==> src/rtl/peripheral_bus_master.sv <==
`default_nettype none
// ============================================================================
// Module  : peripheral_bus_master
// Brief   : CPU-to-peripheral bus initiator for a 16-word memory-mapped window.
// Revision: 1.0
// ============================================================================
module peripheral_bus_master #(
  parameter logic [31:0] BASE_ADDR = 32'hFFFF_FF00,
  parameter int          CPU_W     = 32,
  parameter int          PER_W     = 1,
  parameter int          RD_LAT    = 1,
  parameter logic [3:0]  IDLE_ADDR = 4'hF
) (
  input  logic             clk,
  input  logic             rst,
  input  logic             cpu_req,
  input  logic             cpu_we,
  input  logic [31:0]      cpu_addr,
  input  logic [CPU_W-1:0] cpu_wdata,
  output logic             cpu_busy,
  output logic             cpu_ack,
  output logic             cpu_err,
  output logic [CPU_W-1:0] cpu_rdata,
  output logic [3:0]       per_address,
  output logic [PER_W-1:0] per_din,
  output logic             per_writeEnable,
  input  logic [PER_W-1:0] per_dout
);

  typedef enum logic [2:0] {
    S_IDLE  = 3'd0,
    S_ISSUE = 3'd1,
    S_WAIT  = 3'd2,
    S_ACK   = 3'd3,
    S_ERR   = 3'd4
  } state_t;

  // Counter reload so that per_dout is captured RD_LAT cycles after the issue cycle.
  localparam logic [3:0] c_wait_init = 4'(RD_LAT - 1);

  state_t           r_state;
  logic             r_we;
  logic [3:0]       r_cnt;
  logic             w_in_window;
  logic [CPU_W-1:0] w_rd_ext;

  assign w_in_window = (cpu_addr[31:4] == BASE_ADDR[31:4]);

  generate
    if (PER_W < CPU_W) begin : g_pad
      logic w_unused_wdata;
      assign w_rd_ext       = {{(CPU_W-PER_W){1'b0}}, per_dout};
      assign w_unused_wdata = ^cpu_wdata[CPU_W-1:PER_W];
    end else begin : g_full
      assign w_rd_ext = per_dout;
    end
  endgenerate

  always_ff @(posedge clk or posedge rst) begin
    if (rst) begin
      r_state         <= S_IDLE;
      r_we            <= 1'b0;
      r_cnt           <= 4'd0;
      cpu_busy        <= 1'b0;
      cpu_ack         <= 1'b0;
      cpu_err         <= 1'b0;
      cpu_rdata       <= '0;
      per_address     <= IDLE_ADDR;
      per_din         <= '0;
      per_writeEnable <= 1'b0;
    end else begin
      case (r_state)
        S_IDLE: begin
          if (cpu_req) begin
            r_we     <= cpu_we;
            cpu_busy <= 1'b1;
            if (w_in_window) begin
              r_state         <= S_ISSUE;
              per_address     <= cpu_addr[3:0];
              per_din         <= cpu_wdata[PER_W-1:0];
              per_writeEnable <= cpu_we;
            end else begin
              // Out-of-window accesses never touch the bus.
              r_state   <= S_ERR;
              cpu_ack   <= 1'b1;
              cpu_err   <= 1'b1;
              cpu_rdata <= '0;
            end
          end
        end

        S_ISSUE: begin
          per_writeEnable <= 1'b0;
          if (r_we) begin
            r_state     <= S_ACK;
            cpu_ack     <= 1'b1;
            cpu_err     <= 1'b0;
            per_address <= IDLE_ADDR;
            per_din     <= '0;
          end else begin
            r_state <= S_WAIT;
            r_cnt   <= c_wait_init;
          end
        end

        S_WAIT: begin
          if (r_cnt == 4'd0) begin
            r_state     <= S_ACK;
            cpu_rdata   <= w_rd_ext;
            cpu_ack     <= 1'b1;
            cpu_err     <= 1'b0;
            per_address <= IDLE_ADDR;
            per_din     <= '0;
          end else begin
            r_cnt <= r_cnt - 4'd1;
          end
        end

        S_ACK, S_ERR: begin
          r_state  <= S_IDLE;
          cpu_ack  <= 1'b0;
          cpu_err  <= 1'b0;
          cpu_busy <= 1'b0;
        end

        default: begin
          r_state         <= S_IDLE;
          cpu_ack         <= 1'b0;
          cpu_err         <= 1'b0;
          cpu_busy        <= 1'b0;
          per_address     <= IDLE_ADDR;
          per_din         <= '0;
          per_writeEnable <= 1'b0;
        end
      endcase
    end
  end

endmodule
`default_nettype wire

==> config.mk <==
export PLATFORM = sky130hd
export DESIGN_NAME = peripheral_bus_master
export DESIGN_NICKNAME = d
export VERILOG_FILES = /design/src/rtl/peripheral_bus_master.sv
export SDC_FILE = /design/constraint.sdc
export NUM_CORES = 1
export LEC_CHECK = 0
export BUFFER_PORTS_ARGS = -buffer_cell sky130_fd_sc_hd__buf_4
export CAP_MARGIN = 20
export CORE_MARGIN = 3
export CORE_UTILIZATION = 35
export CTS_BUF_LIST = sky130_fd_sc_hd__clkbuf_8
export CTS_CLUSTER_DIAMETER = 100
export DETAILED_ROUTE_END_ITERATION = 7
export GPL_TIMING_DRIVEN = 0
export PLACE_DENSITY = 0.79
export SLEW_MARGIN = 20
export SYNTH_ARGS = -nofsm -noshare
export SYNTH_HDL_FRONTEND = slang
export SYNTH_SLANG_ARGS = --single-unit
==> constraint.sdc <==
create_clock -name clk -period 5.2 [get_ports clk]
set_input_delay 0.26 -clock clk [delete_from_list [all_inputs] [get_ports clk]]
set_output_delay 0.26 -clock clk [all_outputs]
set_load 0.02 [all_outputs]
==> summary.txt, run 1 <==
Final layout
  • Largest registers: per_address x4, r_cnt x4, r_state x3
  • Area occupied by multi-input gates: 602 sq um
  • Post-route insts no fill: 252
  • Number of diodes: 0
  • Layout area overhead: 46.2%
  • Finished Core Util: 55.9%
  • Seq. cell area: 455 sq um
  • Share of layout cells above drive strength 1: 45.7%
  • Fillers: 299
  • Final Cell Area: 0.00179 sq mm
  • Post-layout nets: 279

Critical path
  • Critical path class: flip-flop to flip-flop
  • RR Startpoint: r_cnt[0]
  • Worst-path maximum fanout: 10
  • Crit. Startpoint: r_cnt[0]
  • Critical Path End: per_din
  • Critical Path Sink Type: flip-flop
  • Reg-to-reg endpoint: per_din
  • Worst path arrival time: 2100 ps
  • Internal reg-to-reg setup slack: 3210 ps
  • R2R depth: 7
  • Type of origin of the critical path: flip-flop
  • CP Data Required Time: 5300 ps

Drt
  • Vias/cell: 4.21
  • Post-DRT Antenna Nets: 0
  • Vias: 1060
  • Routed len/inst: 10.7 um
  • Detailed Route Iter0 Violations: 26
  • Drt first pass iters: 4
  • Residual DRC: 0
  • Final wirelength: 2710 um

Placement
  • Global placer's final weighted congestion: 0.812
  • Dpl hpwl: 2300 um
  • Pre-CTS setup slack: 3230 ps
  • Placed instance area: 0.00175 sq mm
  • PortBufs: 47
  • Dpl cells: 248

Floorplan
  • Initial core utilization: 38.2%
  • Horiz. Die Dim: 65.2 um
  • CORE AREA: 0.00320 sq mm
  • Die ar.: 0.00425 sq mm
  • Die H: 65.2 um
  • Core Rows: 20
  • Top Ports: 110

Synthesis
  • Syn Area/Cell: 9.65 sq um
  • Post-synthesis async set-or-reset flop share: 100%
  • Ys flop type: dfrtp_1
  • Count leader, synth: buf_4
  • Area contributors post-synth: dfrtp_1 29%, buf_4 19%, dfstp_2 8.6%
  • Register area share after synthesis: 37.2%
  • Post-synth EDFFs: 0
  • Netlist cell types: 35
  • Top cells by count, synth: 31 x buf_4, 14 x dfrtp_1, 9 x inv_1
  • Yosys reg bits: 18
  • Yosys top cell area share: 28.6%
  • Yosys warns: 0
  • Cell Area, Synth: 0.00122 sq mm
  • Area leader, netlist: dfrtp_1
  • Post-Synthesis Cells: 127

Global routing
  • Total gr overflow: 0
  • Initial antenna violation count: 0
  • Global-route wire length before repair: 4370 um
  • Vias in the first global route: 982
  • Pin count of the biggest net entering global routing: 19
  • Total GRT Usage: 13.1%

STA
  • RSZ-0062 raised after global routing: false
  • Peak Freq: 0.501 GHz
  • Tmin final: 1990 ps
  • Final hold vios: 0
  • Slew HR: 54.0%
  • Slew @ Worst Pin: 689 ps
  • Final worst-path cycle share: 38.3%
  • PnR worst setup slack: 3210 ps
  • Max-slew violations: 0
  • Final Setup Violations: 0
  • Fin Setup TNS: 0 ps
  • Clk_skew: 10.1 ps

CTS
  • Hold_buf cts: 0
  • Worst-path clk slew: 70 ps
  • CTS Buf Count: 3
  • Worst-Skew Late Latency: 250 ps
  • Clock sinks: 18
  • Setup bufs post-CTS: 0
  • Clock Path Buffers: 2
  • H-tree lvl count: 1
  • CTS tree: done
  • Post_cts resized: 0
  • Clock root buffer master: clkbuf_8

Status
  • Status: finished clean

Power
  • Peak supply drop: 0.160 mV
  • LEAKAGE: 0.930 nW
  • PD cells: 188 mW/mm^2

Job
  • Max-cap violations: 0

Hold path
  • Hold/Removal Path Class: input port to async pin
through the flow:
| step | hold slack (ps) | total power (W) |
|---|---|---|
| 2_1_floorplan | 196 | 0.000209 |
| 5_1_grt | 154 | 0.000353 |
| 3_3_place_gp | 405 | 0.000239 |
| 6_report | 112 | 0.000336 |
| 4_1_cts | 134 | 0.000338 |
| 3_5_place_dp | 424 | 0.000241 |
kinds of logic after synthesis:
family,share of synthesized area (%)
AOI/OAI and AO/OA,13.9
xor gates and xnor gates,2.15
adders and majority gates,1.02
buffers and inverters,22.9
DFF,37.2
muxes,2.66
other,0.306
and+or+nand+nor,19.9
worst min path at each step:
stage / endpoint / start / slack [ps] / depth (start not counted)
6_report: r_state[0] / rst / 110 / 2
5_1_grt: cpu_err / rst / 150 / 2
4_1_cts: r_we / rst / 130 / 2
3_5_place_dp: per_din / rst / 420 / 2
3_3_place_gp: r_state[1] / rst / 400 / 2
2_1_floorplan: cpu_ack / rst / 200 / 1
layout by cell type (no fill, tap or decap), drive strengths merged, types with 2 or more instances in the layout:
| master | n |
|---|---|
| dfstp | 4 |
| nor3 | 2 |
| nor2 | 7 |
| nor4 | 3 |
| nand4 | 5 |
| o21ai | 5 |
| xnor2 | 3 |
| dfrtp | 14 |
| o22a | 4 |
| buf | 80 |
| a21oi | 6 |
| clkbuf | 4 |
| conb | 31 |
| nor2b | 2 |
| inv | 10 |
| nand4bb | 2 |
| mux2 | 2 |
| nand3 | 5 |
| nand2 | 6 |
| or3 | 2 |
| o311ai | 3 |
area by class of cell:
cell class	instances	share of cell area [%]
Buffer	34	13.8
Multi-Input combinational cell	96	33.6
Sequential cell	18	25.4
Timing Repair Buffer	47	19.7
Clock inverter	1	0.210
Inverter	9	1.89
Clock buffer	3	2.31
Tap cell	44	3.07
critical path, stage by stage, from the launching register on:
cell and delay (ps):
dfrtp_1 410, inv_1 70, ha_1 140, inv_1 70, o311ai_4 400, o311ai_1 210, a21oi_1 400, o22ai_1 160
where the power goes:
group | internal, W | leakage [nW] | switching [W]
registers | 0.000145 | 0.228 | 0.00000326
clock network | 0.0000524 | 0.0269 | 0.0000449
logic | 0.0000460 | 0.676 | 0.0000450
total | 0.000243 | 0.930 | 0.0000932
routing by layer:
layer / vias to the layer above / routed length, um / global-route usage [%]
met4: 0 / 6 / 1.55
met2: 48 / 1410 / 23.5
met3: 2 / 232 / 3.93
met5: - / 0 / 0
met1: 466 / 1060 / 15.7
li1: 544 / - / -
(Power assumes the default switching activity.)
==> inputs of run 2 (changes only) <==
- clock period: 5.2 -> 1.9 ns (I/O delays scaled with it)
==> summary.txt, run 2 (synthesis gave the netlist of run 1 again) <==
Critical path
  • Reg-to-reg endpoint: per_address[2]
  • Critical path class: flip-flop to flip-flop
  • Worst-path maximum fanout: 5
  • R2R depth: 7
  • WP buf/inv: 2
  • WP depth: 7
  • Most used cell, CP: o311ai_4
  • Max incr delay on CP: 400 ps
  • CP Data Required Time: 2070 ps
  • CP top delay family: compound AO/OA/AOI/OAI gates
  • Slowest CP cell: dfrtp_1
  • Crit path cell chain: inv_1 -> ha_1 -> inv_2 -> o311ai_4 -> o311ai_4 -> or3_4 -> o22a_1
  • Type of origin of the critical path: flip-flop
  • Worst path arrival time: 1980 ps
  • Critical Path Sink Type: flip-flop
  • RR Startpoint: r_cnt[0]
  • Internal reg-to-reg setup slack: 100 ps

STA
  • Slew HR: 54.0%
  • Final worst-path cycle share: 94.9%
  • Max-slew violations: 0
  • Final Setup Violations: 0
  • PnR worst setup slack: 97.5 ps
  • Peak Freq: 0.555 GHz
  • Slew @ Worst Pin: 690 ps
  • Clk_skew: 12.4 ps
  • Final hold vios: 0
  • RSZ-0062 raised after global routing: true
  • Tmin final: 1800 ps

Final layout
  • Finished Core Util: 57.3%
  • Post-layout nets: 281
  • Post-route insts no fill: 254
  • Most frequent cells in the layout: 79 x buf_4, 31 x conb_1, 14 x dfrtp_1, 9 x inv_1, 7 x nor2_1
  • Share of layout cells above drive strength 1: 48.1%
  • Number of diodes: 0
  • Most common cell after layout, fill and taps aside: buf_4
  • Layout area overhead: 49.8%
  • Largest registers: per_address x4, r_cnt x4, r_state x3
  • Fillers: 295
  • Final Cell Area: 0.00184 sq mm

CTS
  • Clock sinks: 18
  • H-tree lvl count: 1
  • Worst-Skew Late Latency: 250 ps
  • CTS Buf Count: 3
  • Worst-path clk slew: 60 ps
  • CTS tree: done
  • Clock root buffer master: clkbuf_8
  • Clock Path Buffers: 2

Floorplan
  • Horiz. Die Dim: 65.2 um
  • Top Ports: 110
  • Core Rows: 20
  • Initial core utilization: 38.2%
  • CORE AREA: 0.00320 sq mm
  • Die ar.: 0.00425 sq mm
  • Die H: 65.2 um

Drt
  • Residual DRC: 0
  • Final wirelength: 2800 um
  • Vias: 1081
  • Post-DRT Antenna Nets: 0
  • Routed len/inst: 11.0 um
  • Detailed Route Iter0 Violations: 21
  • Drt first pass iters: 4
  • Vias/cell: 4.26

Hold path
  • Worst hold path cell count: 2
  • Hold EP: per_address[1]
  • Hold/Removal Path Class: input port to flip-flop
  • HP Start: cpu_addr[1]

Global routing
  • Global-route wire length before repair: 4490 um
  • Pin count of the biggest net entering global routing: 19
  • Total GRT Usage: 13.4%
  • Total gr overflow: 0
  • Initial antenna violation count: 0
  • Vias in the first global route: 1021

Placement
  • Dpl cells: 248
  • Placed instance area: 0.00175 sq mm
  • Global placer's final weighted congestion: 0.812
  • Dpl hpwl: 2300 um
  • PortBufs: 47
  • Pre-CTS setup slack: -65.5 ps

Power
  • Peak supply drop: 0.452 mV
  • Power Total: 0.000927 W
  • PD cells: 505 mW/mm^2
  • LEAKAGE: 0.945 nW

Job
  • Max-cap violations: 0

Status
  • Status: finished clean
run 2: cell count changes in the layout (fill, tap and decap cells not counted), sizes merged:
| cell | before | now |
|---|---|---|
| buf | 80 | 81 |
| dlygate4sd3 | 0 | 1 |
run 2: how the worst max path moves through the flow:
| stage | start | endpoint | slack [ps] |
|---|---|---|---|
| after floorplan | r_cnt[0] | per_address[0] | 120 |
| after global placement | r_state[0] | cpu_ack | -50 |
| after detailed placement | r_cnt[0] | per_din | -70 |
| after CTS | r_cnt[0] | per_din | 60 |
| after global routing | r_state[0] | cpu_ack | -10 |
| final | r_cnt[0] | per_address[2] | 100 |
run 2: metal layers:
layer  up-vias  global-route usage, %  wire length, um
met5         -                      0                0
met4         0                   1.55                6
met3         2                   3.76              207
met2        44                   24.8             1490
met1       487                   15.7             1100
li1        548                      -                -
run 2: final cells by class:
cell class	instances	area [sq um]	share of cell area (%)
multi-input combinational	96	628	34.2
sequential	18	455	24.8
timing repair buffer	49	370	20.2
buffer	34	248	13.5
tap	44	55.1	3.00
clock buffer	3	41.3	2.25
inverter	9	33.8	1.84
clock inverter	1	3.75	0.204
run 2: power by group:
part / internal (W) / leakage (nW) / switching (W) / total (W)
clock network: 0.000143 / 0.0269 / 0.000121 / 0.000264
registers: 0.000396 / 0.228 / 0.00000890 / 0.000405
logic: 0.000130 / 0.690 / 0.000128 / 0.000258
run 2: stage by stage:
step	hold WS, ps	setup TNS [ps]
floorplan	30.7	0
global route	89.4	-12.4
finish	86.3	0
global placement	240	-204
detailed placement	259	-311
CTS	80.1	0
run 2: timing repair:
item | CTS | global route
resized for setup | 1 | 6
hold buffers | 1 | 0
pin swaps | 1 | 1
endpoints found under the hold margin | 14 | 0
buffers inserted | 1 | 0
endpoints found under the setup margin | 6 | 6
